$ cat config.mk
export PLATFORM = sky130hd
export DESIGN_NAME = pdm_decoder_flat
export DESIGN_NICKNAME = d
export VERILOG_FILES = /design/src/rtl/pdm_decoder_if.sv /design/src/rtl/pdm_decoder.sv /design/src/flat_wrapper.sv
export SDC_FILE = /design/constraint.sdc
export NUM_CORES = 1
export LEC_CHECK = 0
export CORE_ASPECT_RATIO = 1.25
export CORE_UTILIZATION = 45
export CTS_CLUSTER_SIZE = 14
export DETAILED_ROUTE_END_ITERATION = 8
export HOLD_SLACK_MARGIN = 0.05
export PLACE_DENSITY = 0.67
export SYNTH_ARGS = -nofsm -noshare
export SYNTH_HDL_FRONTEND = slang
export SYNTH_SLANG_ARGS = --single-unit
$ cat constraint.sdc
create_clock -name clk -period 4.43 [get_ports clk]
set_input_delay 0.443 -clock clk [delete_from_list [all_inputs] [get_ports clk]]
set_output_delay 0.443 -clock clk [all_outputs]
set_load 0.01 [all_outputs]
$ cat src/rtl/pdm_decoder_if.sv
// Decoded-sample stream between the PDM decoder and its consumer: valid/ready
// handshake plus the sticky overrun flag and its clear.
interface pdm_decoder_if #(
    parameter int OUT_W = 10
);
    logic [OUT_W-1:0] sample;
    logic             sample_valid;
    logic             sample_ready;
    logic             overrun;
    logic             overrun_clr;

    modport master (
        output sample, sample_valid, overrun,
        input  sample_ready, overrun_clr
    );

    modport slave (
        input  sample, sample_valid, overrun,
        output sample_ready, overrun_clr
    );
endinterface

$ cat src/rtl/pdm_decoder.sv
// PDM-to-PCM decimator: counts ones over 2^DECIM_LOG2-cycle windows; sample is valid 1 cycle after window end.
// A single holding register: an unconsumed sample is overwritten by the next one and overrun is flagged.
module pdm_decoder #(
    parameter int DECIM_LOG2 = 10,
    parameter int OUT_W      = 10,
    parameter int SETTLE     = 1
) (
    input  logic          clk,
    input  logic          rst_n,
    input  logic          en,
    input  logic          pdm_in,
    output logic [1:0]    state,
    pdm_decoder_if.master sif
);

    localparam int CW = DECIM_LOG2 + 1;
    localparam int unsigned RSH = (DECIM_LOG2 >= OUT_W) ? (DECIM_LOG2 - OUT_W) : 0;
    localparam int unsigned LSH = (OUT_W > DECIM_LOG2) ? (OUT_W - DECIM_LOG2) : 0;
    localparam logic [32:0] SAT_MAX     = (33'd1 << OUT_W) - 33'd1;
    localparam logic [3:0]  SETTLE_LAST = 4'((SETTLE > 0) ? (SETTLE - 1) : 0);

    typedef enum logic [1:0] {
        ST_IDLE   = 2'b00,
        ST_SETTLE = 2'b01,
        ST_RUN    = 2'b10
    } state_t;

    state_t                 state_q, state_d;
    logic                   sync1_q, sync2_q;
    logic [DECIM_LOG2-1:0]  cnt_q, cnt_d;
    logic [CW-1:0]          acc_q, acc_d;
    logic [3:0]             settle_q, settle_d;
    logic [OUT_W-1:0]       sample_q, sample_d;
    logic                   valid_q, valid_d;
    logic                   ovr_q, ovr_d;

    logic                   win_end;
    logic                   active;
    logic                   load;
    logic [CW-1:0]          count;
    logic [32:0]            wide;
    logic [OUT_W-1:0]       scaled;

    always_ff @(posedge clk or negedge rst_n) begin
        if (!rst_n) begin
            state_q  <= ST_IDLE;
            sync1_q  <= 1'b0;
            sync2_q  <= 1'b0;
            cnt_q    <= '0;
            acc_q    <= '0;
            settle_q <= '0;
            sample_q <= '0;
            valid_q  <= 1'b0;
            ovr_q    <= 1'b0;
        end else begin
            state_q  <= state_d;
            sync1_q  <= pdm_in;
            sync2_q  <= sync1_q;
            cnt_q    <= cnt_d;
            acc_q    <= acc_d;
            settle_q <= settle_d;
            sample_q <= sample_d;
            valid_q  <= valid_d;
            ovr_q    <= ovr_d;
        end
    end

    always_comb begin
        state_d  = state_q;
        settle_d = settle_q;
        win_end  = &cnt_q;
        case (state_q)
            ST_IDLE: begin
                settle_d = '0;
                if (en) state_d = (SETTLE == 0) ? ST_RUN : ST_SETTLE;
            end
            ST_SETTLE: begin
                if (!en) begin
                    state_d = ST_IDLE;
                end else if (win_end) begin
                    if (settle_q == SETTLE_LAST) state_d = ST_RUN;
                    else                         settle_d = settle_q + 4'd1;
                end
            end
            ST_RUN: begin
                settle_d = '0;
                if (!en) state_d = ST_IDLE;
            end
            default: state_d = ST_IDLE;
        endcase
    end

    // Window end already includes the current cycle's bit, so a full window counts 0..2^DECIM_LOG2.
    always_comb begin
        active = (state_q != ST_IDLE) && en;
        count  = acc_q + CW'(sync2_q);
        cnt_d  = active ? (cnt_q + DECIM_LOG2'(1)) : '0;
        acc_d  = (active && !win_end) ? count : '0;
        wide   = (33'(count) >> RSH) << LSH;
        scaled = (wide > SAT_MAX) ? SAT_MAX[OUT_W-1:0] : wide[OUT_W-1:0];
    end

    always_comb begin
        load     = (state_q == ST_RUN) && win_end;
        valid_d  = load | (valid_q & ~sif.sample_ready);
        sample_d = load ? scaled : sample_q;
        ovr_d    = (load & valid_q & ~sif.sample_ready) | (ovr_q & ~sif.overrun_clr);
    end

    assign state            = state_q;
    assign sif.sample       = sample_q;
    assign sif.sample_valid = valid_q;
    assign sif.overrun      = ovr_q;

endmodule

$ cat src/flat_wrapper.sv
// flat-port wrapper written by rule: the top's interface ports become plain ports
module pdm_decoder_flat 
#(
    parameter int DECIM_LOG2 = 10,
    parameter int OUT_W      = 10,
    parameter int SETTLE     = 1
)
  (clk, rst_n, en, pdm_in, state, sif_sample, sif_sample_valid, sif_overrun, sif_sample_ready, sif_overrun_clr);
  pdm_decoder_if #(.OUT_W(OUT_W)) sif_i ();
  input  logic clk;
  input  logic rst_n;
  input  logic en;
  input  logic pdm_in;
  output logic [1:0] state;
  output wire logic [$bits(sif_i.sample)-1:0] sif_sample;
  output wire logic [$bits(sif_i.sample_valid)-1:0] sif_sample_valid;
  output wire logic [$bits(sif_i.overrun)-1:0] sif_overrun;
  input wire logic [$bits(sif_i.sample_ready)-1:0] sif_sample_ready;
  input wire logic [$bits(sif_i.overrun_clr)-1:0] sif_overrun_clr;
  assign sif_sample = sif_i.sample;
  assign sif_sample_valid = sif_i.sample_valid;
  assign sif_overrun = sif_i.overrun;
  assign sif_i.sample_ready = sif_sample_ready;
  assign sif_i.overrun_clr = sif_overrun_clr;
  pdm_decoder #(.DECIM_LOG2(DECIM_LOG2), .OUT_W(OUT_W), .SETTLE(SETTLE)) u_core (.clk(clk), .rst_n(rst_n), .en(en), .pdm_in(pdm_in), .state(state), .sif(sif_i));
endmodule
==> flow_summary.yaml <==
logic_synthesis:
  synthesis.instances: 167
  synth.yosys.seq_area_share_pct: 56.8
  synth_area_per_cell_um2: 10.8
  synth_enable_flop_cells: 0
  synthesis.nets: 178
  async_reset_ff_share_pct: 100
  ys_seq_elements: 41
  synth_cell_type_count: 36
  syn-cell-area_mm2: 0.00181
  count_of_synthesis_stage_warnings_from_yosys: 0
  yosys_most_used_dff: "dfrtp_1"
floorplanning:
  die_width_um: 58.7
  die_h_um: 72.8
  initial_core_utilization_pct: 47.3
  core.rowCount: 25
  ioPinCount: 20
  dieArea_mm2: 0.00427
  core-area_mm2: 0.00382
global_route:
  grt_use_total_pct: 17.9
  grt_start_max_net_pins: 42
  overflow: 0
  grt_antenna_before_repair: 0
  vias_in_the_first_global_route: 1335
  global_route_wire_length_before_repair_um: 5710
clock_tree:
  cts_buffer_depth: 2
  number_of_clock_sinks: 41
  cts-hold-fix-buffers: 0
  numCtsBuffers: 5
  clk-insertion-delay-late_ns: 0.29
  clock_tree.root_cell: "clkbuf_8"
  clkSlewWorstSetupHoldPaths_ns: 0.08
  post_cts_resize_count: 0
  tritoncts_clock_tree: "done"
  h_tree_lvls: 2
  cts_setup_buffers: 0
detailed_routing:
  dr_total_vias: 1285
  initialDrtViolationCount: 43
  ant_nets: 0
  post_drt_via_cell_ratio: 5.27
  detail_route.wirelength_um: 3330
  detail_route.wl_per_cell_um: 13.6
  drc: 0
  first_pass_iters: 4
sta:
  finalSetupTns_ns: 0
  final-hold-violation-count: 0
  timing.final.crit_period_ns: 2.13
  fin_crit_sh_pct: 48.2
  timing_worst_slew_pin_value_ns: 1.14
  setup_viol_count_final: 0
  fmax_mhz: 469
  rsz0062_at_grt: "no"
  maxSlewViolCount: 0
  timing.max_slew.rel_slack_pct: 22.9
  timing.clock.skew_ns: 0.00983
finish:
  design_area_mm2: 0.00214
  layout_common_cells: "dfrtp_1 (41), nor2_1 (24), clkdlybuf4s50_1 (18)"
  post_route_cells_drive_above_1_share_pct: 6.84
  most_common_cell_after_layout_fill_and_taps_aside: "dfrtp_1"
  areaGrowthSynthToFinish_pct: 18.6
  nets: 201
  antenna_cells_inserted: 0
pwr:
  power.switching_uw: 138
  seqPwrFrac_pct: 55.3
  internal-power_uw: 547
  leak_pwr_uw: 0.000889
  comb_power_share_pct: 3.0
  maximum_resistive_drop_on_vdd_mv: 0.232
  switching_share_pct: 20.1
  power_frac_clock_pct: 41.7
  powerDensity_mw_per_mm2: 320
critical_path:
  reg2reg_from: "u_core.cnt_q[0]$_DFF_PN0_"
  crit_path_end_kind: "flop"
  cp_data_arrival_time_ns: 2.29
  startpoint: "u_core.cnt_q[0]$_DFF_PN0_"
  worst_setup_path_start_kind: "flop"
  crit_path_cell_trace: "ha_1 > nand2_1 > or3_1 > nor4_4 > a2bb2oi_1"
  worst_path_largest_cell_delay_ns: 0.62
  cp_slowest_cell: "nor4_4"
  cp_data_required_time_ns: 4.58
  timing_worst_setup_path_type: "reg2reg"
  cp_max_fo: 10
placed_design:
  port_buffers: 19
  finalWeightedCongestion: 0.800
  dpl_cell_area_mm2: 0.00204
  dp.final_hpwl_um: 2440
hold_path:
  worstHoldPathType: "in2async"
status:
  outcome: "completed"
job:
  cap_viol_max_count: 0
-- synth_stat cells (5+ instances only) --
library cell / instances / area share, %
dfrtp_1: 41 / 57
nor2_1: 24 / 5.0
a2bb2oi_1: 10 / 4.8
nand2_1: 10 / 2.1
nand3_1: 10 / 2.8
inv_1: 9 / 1.9
xnor2_1: 9 / 4.4
a21oi_1: 5 / 1.4
ha_1: 5 / 3.5
nor3_1: 5 / 1.4
o21ai_0: 5 / 1.4
xor2_1: 5 / 2.4
-- routing by layer --
layer / global-route usage [%] / share of wire (%) / up-vias / wire length, um
met5: 0 / 0 / - / 0
met4: 5.56 / 0.81 / 0 / 27
met3: 4.79 / 2.4 / 4 / 80
met2: 34.5 / 55 / 16 / 1810
met1: 18.4 / 42 / 643 / 1400
li1: - / - / 622 / -
-- cell families after synthesis --
logic type | synth area share (%)
AND/OR/NAND/NOR | 19.4
flip-flops | 56.8
AO/OA/AOI/OAI | 10.6
XOR/XNOR | 6.79
buffers and inverters | 2.98
adder cells (fa/ha/maj) | 3.46
-- through the flow --
step	utilization [%]	total power [uW]	hold slack (ns)	cells	worst slack [ns]
after floorplan	-	394	0.147	167	2.61
after global placement	53.4	407	0.337	237	2.34
after detailed placement	53.4	408	0.336	237	2.29
after CTS	56.2	694	0.302	244	2.27
after global routing	56.2	712	0.351	244	2.10
final	56.2	685	0.268	244	2.30
-- critical path, delay by kind of cell, from the launching register on --
kind	cells	cell delay (ns)
simple gates	3	1.27
flops	1	0.37
fa+ha+maj	1	0.21
compound gates	1	0.16
-- layout make-up --
class,count,area (um^2)
inverter,9,33.8
sequential,41,1030
timing repair buffer,19,185
multi-input combinational,114,727
clock buffer,5,68.8
clock inverter,2,35.0
tap,54,67.6
fill,360,1670
-- worst paths after layout --
kind	endpoint	slack, ns	depth (start not counted)
min in group clk	u_core.sync2_q$_DFF_PN0_	0.35	0
min	u_core.sif.sample[3]$_DFFE_PN0P_	0.27	1
min reg2reg	u_core.sync2_q$_DFF_PN0_	0.35	0
max in group asynchronous	u_core.settle_q[0]$_DFFE_PN0P_	3.60	1
max	u_core.sif.sample[1]$_DFFE_PN0P_	2.30	5
max reg2reg	u_core.sif.sample[1]$_DFFE_PN0P_	2.30	5
-- registers in the layout, indices dropped and copies added (netlist names) --
register                 flops
u_core.acc_q                11
u_core.cnt_q                10
u_core.sif.sample           10
u_core.settle_q              4
u_core.state                 2
u_core.sif.overrun           1
u_core.sif.sample_valid      1
u_core.sync1_q               1
u_core.sync2_q               1
-- power by group through the flow --
stage	clock [uW]	combinational [uW]	sequential, uW
after floorplan	0	7.54	386
after global placement	0	20.7	386
after detailed placement	0	21.5	386
after CTS	294	21.6	379
after global routing	309	24.1	379
final	286	20.7	379
Power figures use the tool's default switching activity.
